$ cat config.mk
export PLATFORM = sky130hd
export DESIGN_NAME = regfile_mp
export DESIGN_NICKNAME = d
export VERILOG_FILES = /design/src/rtl/regfile_pkg.sv /design/src/rtl/regfile_mp_scoreboard.sv /design/src/rtl/regfile_mp.sv
export SDC_FILE = /design/constraint.sdc
export NUM_CORES = 2
export LEC_CHECK = 0
export CAP_MARGIN = 40
export CORE_MARGIN = 5
export CORE_UTILIZATION = 40
export CTS_BUF_LIST = sky130_fd_sc_hd__clkbuf_16
export DETAILED_ROUTE_END_ITERATION = 6
export MAX_ROUTING_LAYER = met4
export PLACE_DENSITY = 0.53
export SETUP_SLACK_MARGIN = 0.5
export SLEW_MARGIN = 20
export SYNTH_ARGS = -nofsm -noshare
export SYNTH_HDL_FRONTEND = slang
export SYNTH_SLANG_ARGS = --single-unit
$ cat constraint.sdc
create_clock -name clk -period 4.7 [get_ports clk]
set_input_delay 0.47 -clock clk [delete_from_list [all_inputs] [get_ports clk]]
set_output_delay 0.47 -clock clk [all_outputs]
set_load 0.02 [all_outputs]
$ cat src/rtl/regfile_pkg.sv
// regfile_pkg: shared defaults and types for the multi-port register file.
//   XLEN_DEFAULT  - default data width
//   NREGS_DEFAULT - default architectural register count
//   AW_DEFAULT    - address width for the default register count
//   reg_addr_t    - register index at the default configuration
//   xlen_t        - data word at the default configuration
package regfile_pkg;

  localparam int XLEN_DEFAULT  = 32;
  localparam int NREGS_DEFAULT = 32;
  localparam int AW_DEFAULT    = $clog2(NREGS_DEFAULT);

  typedef logic [AW_DEFAULT-1:0]   reg_addr_t;
  typedef logic [XLEN_DEFAULT-1:0] xlen_t;

endpackage

$ cat src/rtl/regfile_mp_scoreboard.sv
// reg_scoreboard: one busy bit per architectural register.
//   clk, rst_n - clock, synchronous active-low reset (clears every busy bit)
//   wr_en      - NWR write enables; an enabled write to a nonzero register
//                clears that register's busy bit at the next edge
//   wr_addr    - NWR write addresses
//   rsv_en     - issue reserves rsv_addr (sets its busy bit at the next edge)
//   rsv_addr   - register to mark busy
//   busy_vec   - registered scoreboard, bit 0 tied low
module reg_scoreboard
  import regfile_pkg::*;
#(
  parameter  int NREGS = NREGS_DEFAULT,
  parameter  int NWR   = 2,
  localparam int AW    = $clog2(NREGS)
) (
  input  logic                    clk,
  input  logic                    rst_n,
  input  logic [NWR-1:0]          wr_en,
  input  logic [NWR-1:0][AW-1:0]  wr_addr,
  input  logic                    rsv_en,
  input  logic [AW-1:0]           rsv_addr,
  output logic [NREGS-1:0]        busy_vec
);

  logic [NREGS-1:0] busy_q;
  logic [NREGS-1:0] busy_d;

  always_comb begin
    busy_d = busy_q;
    // Clears first, so a same-cycle reservation (a newer producer) overrides.
    for (int i = 0; i < NWR; i++) begin
      if (wr_en[i] && (wr_addr[i] != '0)) begin
        busy_d[wr_addr[i]] = 1'b0;
      end
    end
    if (rsv_en && (rsv_addr != '0)) begin
      busy_d[rsv_addr] = 1'b1;
    end
    busy_d[0] = 1'b0;
  end

  always_ff @(posedge clk) begin
    if (!rst_n) begin
      busy_q <= '0;
    end else begin
      busy_q <= busy_d;
    end
  end

  assign busy_vec = busy_q;

endmodule

$ cat src/rtl/regfile_mp.sv
// regfile_mp: multi-port integer register file with busy-bit scoreboard.
//   clk, rst_n - clock, synchronous active-low reset (clears data and busy)
//   rd_addr    - NRD read addresses
//   rd_data    - NRD combinational read data (x0 reads as zero)
//   rd_busy    - NRD pending-write flags for the addressed registers
//   wr_en      - NWR write enables (higher port index = younger, wins)
//   wr_addr    - NWR write addresses (writes to x0 dropped)
//   wr_data    - NWR write data
//   rsv_en     - reserve rsv_addr as the destination of an issued op
//   rsv_addr   - register to mark busy
//   busy_vec   - full registered scoreboard, bit 0 always zero
// With BYPASS=1 a read that matches a same-cycle write returns that write's
// data and reports not-busy; with BYPASS=0 the stored state is returned.
module regfile_mp
  import regfile_pkg::*;
#(
  parameter  int XLEN   = XLEN_DEFAULT,
  parameter  int NREGS  = NREGS_DEFAULT,
  parameter  int NRD    = 2,
  parameter  int NWR    = 2,
  parameter  bit BYPASS = 1'b1,
  localparam int AW     = $clog2(NREGS)
) (
  input  logic                     clk,
  input  logic                     rst_n,
  input  logic [NRD-1:0][AW-1:0]   rd_addr,
  output logic [NRD-1:0][XLEN-1:0] rd_data,
  output logic [NRD-1:0]           rd_busy,
  input  logic [NWR-1:0]           wr_en,
  input  logic [NWR-1:0][AW-1:0]   wr_addr,
  input  logic [NWR-1:0][XLEN-1:0] wr_data,
  input  logic                     rsv_en,
  input  logic [AW-1:0]            rsv_addr,
  output logic [NREGS-1:0]         busy_vec
);

  logic [XLEN-1:0] regs_q [NREGS];
  logic [XLEN-1:0] regs_d [NREGS];

  reg_scoreboard #(
    .NREGS (NREGS),
    .NWR   (NWR)
  ) u_scoreboard (
    .clk      (clk),
    .rst_n    (rst_n),
    .wr_en    (wr_en),
    .wr_addr  (wr_addr),
    .rsv_en   (rsv_en),
    .rsv_addr (rsv_addr),
    .busy_vec (busy_vec)
  );

  // Ports applied in ascending order: the last matching port (youngest) wins.
  always_comb begin
    for (int r = 0; r < NREGS; r++) begin
      regs_d[r] = regs_q[r];
    end
    for (int i = 0; i < NWR; i++) begin
      if (wr_en[i] && (wr_addr[i] != '0)) begin
        regs_d[wr_addr[i]] = wr_data[i];
      end
    end
  end

  always_ff @(posedge clk) begin
    if (!rst_n) begin
      for (int r = 0; r < NREGS; r++) begin
        regs_q[r] <= '0;
      end
    end else begin
      for (int r = 0; r < NREGS; r++) begin
        regs_q[r] <= regs_d[r];
      end
    end
  end

  always_comb begin
    for (int j = 0; j < NRD; j++) begin
      rd_data[j] = regs_q[rd_addr[j]];
      rd_busy[j] = busy_vec[rd_addr[j]];
      if (BYPASS) begin
        // Ascending scan so the youngest matching write is the one seen.
        for (int i = 0; i < NWR; i++) begin
          if (wr_en[i] && (wr_addr[i] == rd_addr[j])) begin
            rd_data[j] = wr_data[i];
            rd_busy[j] = 1'b0;
          end
        end
      end
      if (rd_addr[j] == '0) begin
        rd_data[j] = '0;
        rd_busy[j] = 1'b0;
      end
    end
  end

endmodule
==> results.sh <==
export IMPL_status="finished, violations left"
export IMPL_violations="DRC"
export IMPL_syn_nets=7336
export IMPL_cp_data_arrival_time_ns=3.81
export IMPL_core_um2=161000
export IMPL_vias=64861
export IMPL_finalNonFillerCells=9186
export IMPL_cts_made_buffers=130
export IMPL_wl_met1_mm=125
export IMPL_htree_levels=4
export IMPL_setup_slack_ns=0.418
export IMPL_cp_num_cells=10
export IMPL_first_pass_iters=7
export IMPL_via_per_inst=7.06
export IMPL_die_width_um=412
export IMPL_layout_min_cycle_time_ns=4.28
export IMPL_start_kind="primary input"
export IMPL_grt_usage=0.376
export IMPL_top_layer_used="met4"
export IMPL_path_clk_slew_ns=0.06
export IMPL_fp_dieArea_um2=170000
export IMPL_clockBufferDepth=3
export IMPL_antenna_found_initial=16
export IMPL_netlist_area_um2=64700
export IMPL_reg2regPathDepth=2
export IMPL_maxCapViolCount=0
export IMPL_clock_skew_final_ns=0
export IMPL_synth_async_reset_ratio=0
export IMPL_netlist_cell_type_count=61
export IMPL_grt_overflow_total=0
export IMPL_ir_worst_vdd_uv=279
export IMPL_max_stage_delay_ns=0.74
export IMPL_seq_area_frac_synth=0.326
export IMPL_synth_warnings=0
export IMPL_syn_to_final_growth_pct=14.1
export IMPL_holdPathStages=3
export IMPL_slew_viol_final=0
export IMPL_dp_cells=8930
export IMPL_gp_congestion=0.943
export IMPL_wl_mm=324
export IMPL_setup_viol=0
export IMPL_drcViolationCount=2
export IMPL_grt_setup_unrepaired="false"
export IMPL_rr_startpoint="u_scoreboard.busy_vec[2]"
export IMPL_worst_pin_slew_ns=0.943
export IMPL_final_nets=7007
export IMPL_netlist_instances=7242
export IMPL_dp_slack_ns=0.325
export IMPL_post_route_period_util=0.911
export IMPL_max_freq_mhz=234
export IMPL_hold_buffers=0
export IMPL_wl_per_cell_um=35.2
export IMPL_hp_start="rst_n"
export IMPL_start_util=0.403
export IMPL_cts_tree="yes"
export IMPL_rows=147
export IMPL_n_fill_cell=15236
export IMPL_tns_ns=0
export IMPL_io_buffers=190
export IMPL_hold_path_class="in2reg"
export IMPL_required_ns=4.23
export IMPL_ios=192
export IMPL_wl_met3_mm=43.5
export IMPL_cts_sinks=1055
export IMPL_clk_latency_ns=0.79
export IMPL_synth_edf_count=0
export IMPL_grt_pass1_vias=60047
export IMPL_path_cells="clkdlybuf4s50_1 > buf_12 > or3b_4 > buf_12 > o221ai_1 > a211oi_1 > buf_4 > nor4_1 > a221o_1 > buf_4"
export IMPL_hpwl_mm=200
export IMPL_crit_family="buffers and inverters"
export IMPL_path_max_fanout=24
export IMPL_leakage_nw=26.3
export IMPL_hold_violations=0
export IMPL_grt_pass1_wl_mm=456
export IMPL_final_antenna_net_count=0
export IMPL_die_h_um=412
export IMPL_max_slew_margin_rel=0.371
export IMPL_critPathBufInv=5
export IMPL_ys_ff_latch=1055
export IMPL_dr_wl_met2_mm=136
export IMPL_worstSetupPathType="in2out"
export IMPL_final_cell_mix="nor2_1 (1067), dfxtp_1 (1055), mux2i_1 (701)"
export IMPL_cts_root_buf="clkbuf_16"
export IMPL_grt_max_degree=125
export IMPL_endpoint_kind="primary output"
export IMPL_drive_gt1_frac=0.169
export IMPL_crit_start="rd_addr[7]"
export IMPL_slowest_stage="nor4_1"
export IMPL_cellPowerDensity_nw_per_um2=305
export IMPL_syn_avg_cell_area_um2=8.93
export IMPL_first_iter_violations=9901
export IMPL_synthFlopType="dfxtp_1"
export IMPL_final_common_cell="nor2_1"
==> stage by stage <==
step	area, um2	utilization	power (mW)	hold WS, ns
6_report	73900	0.459	22.5	0.209
5_1_grt	73800	0.459	23.0	0.237
4_1_cts	73600	0.458	22.4	0.379
3_5_place_dp	69500	0.432	12.4	0.465
3_3_place_gp	68900	0.428	12.4	0.455
2_1_floorplan	64700	-	11.1	0.440
==> registers in the layout (all words and copies together), names as in the netlist <==
signal,cells
u_scoreboard.busy_vec,31
regs_q,1024
==> repair_timing <==
| item | in CTS | in global routing |
|---|---|---|
| pin swaps | 0 | 1 |
| gates resized for setup | 3 | 18 |
| setup endpoints to repair | 22 | 31 |
| setup buffers | 0 | 4 |
| gates cloned | 0 | 1 |
==> layer usage <==
layer | vias to the layer above | track usage
li1 | 26625 | -
met1 | 32220 | 0.481
met2 | 4908 | 0.531
met3 | 1108 | 0.120
met4 | 0 | 0.192
met5 | - | -
==> worst paths after layout <==
check        slack [ns]                  endpoint
max reg2reg        3.79  u_scoreboard.busy_vec[2]
min reg2reg        0.48             regs_q[0][12]
max                0.42               rd_data[41]
min                0.21            regs_q[17][17]
==> cell usage after synthesis, types with 3 or more instances <==
library cell	count	area (um2)
o22ai_1	30	188
a221oi_1	27	236
nand3_1	521	2610
buf_1	76	285
xnor2_1	8	70.1
mux4_2	403	9080
nor3b_1	15	113
buf_6	12	135
and3_1	5	31.3
xor2_1	12	105
o32ai_1	32	280
dfxtp_1	1055	21100
nor4_1	38	238
a2111oi_0	31	272
a32oi_1	25	219
o21ai_0	3	15.0
clkbuf_1	768	2880
nand3b_1	8	60.1
nor3_1	36	180
a311oi_1	577	5050
clkbuf_2	18	90.1
a21oi_1	18	90.1
a22o_1	62	543
buf_4	46	345
a211oi_1	477	3580
mux2_2	32	360
buf_2	149	746
a22oi_1	5	37.5
mux2i_1	701	7020
a31oi_1	31	194
and3b_1	4	35.0
inv_1	38	143
nand2_1	702	2640
a221o_1	32	320
nor2b_1	10	62.6
o221ai_1	92	806
nor2_1	1072	4020
and2_1	42	263
==> worst register-to-register path, stage by stage (launching register included) <==
cell,delay (ns)
dfxtp_1,0.58
a32oi_1,0.16
nor2_1,0.11
==> power by group <==
| part | switching [mW] | leakage [nW] | internal, mW |
|---|---|---|---|
| clock | 4.31 | 2.15 | 5.87 |
| sequential | 0.135 | 8.52 | 9.11 |
| combinational | 2.09 | 15.6 | 0.997 |
| total | 6.54 | 26.3 | 16.0 |
==> kinds of logic (layout without fill, tap and decap cells) <==
kind of cell | Yosys count | after routing | share of synthesized area
buf+inv | 1109 | 876 | 0.0716
mux | 1136 | 1136 | 0.254
flops | 1055 | 1055 | 0.326
compound gates | 1450 | 1450 | 0.184
other cells | 1 | 17 | 0.0000580
xor+xnor | 20 | 20 | 0.00271
simple gates | 2471 | 2472 | 0.161
==> cell type report <==
cell class | instances | area [um2] | share of cell area
clock buffers | 138 | 3450 | 0.0468
inverters | 40 | 158 | 0.00213
flip-flops and latches | 1055 | 21100 | 0.286
clock inverters | 91 | 693 | 0.00939
repair buffers | 607 | 6180 | 0.0837
multi-input cells | 5079 | 39500 | 0.535
diodes | 16 | 40.0 | 0.000542
well taps | 2160 | 2700 | 0.0366
Power figures use the tool's default switching activity.
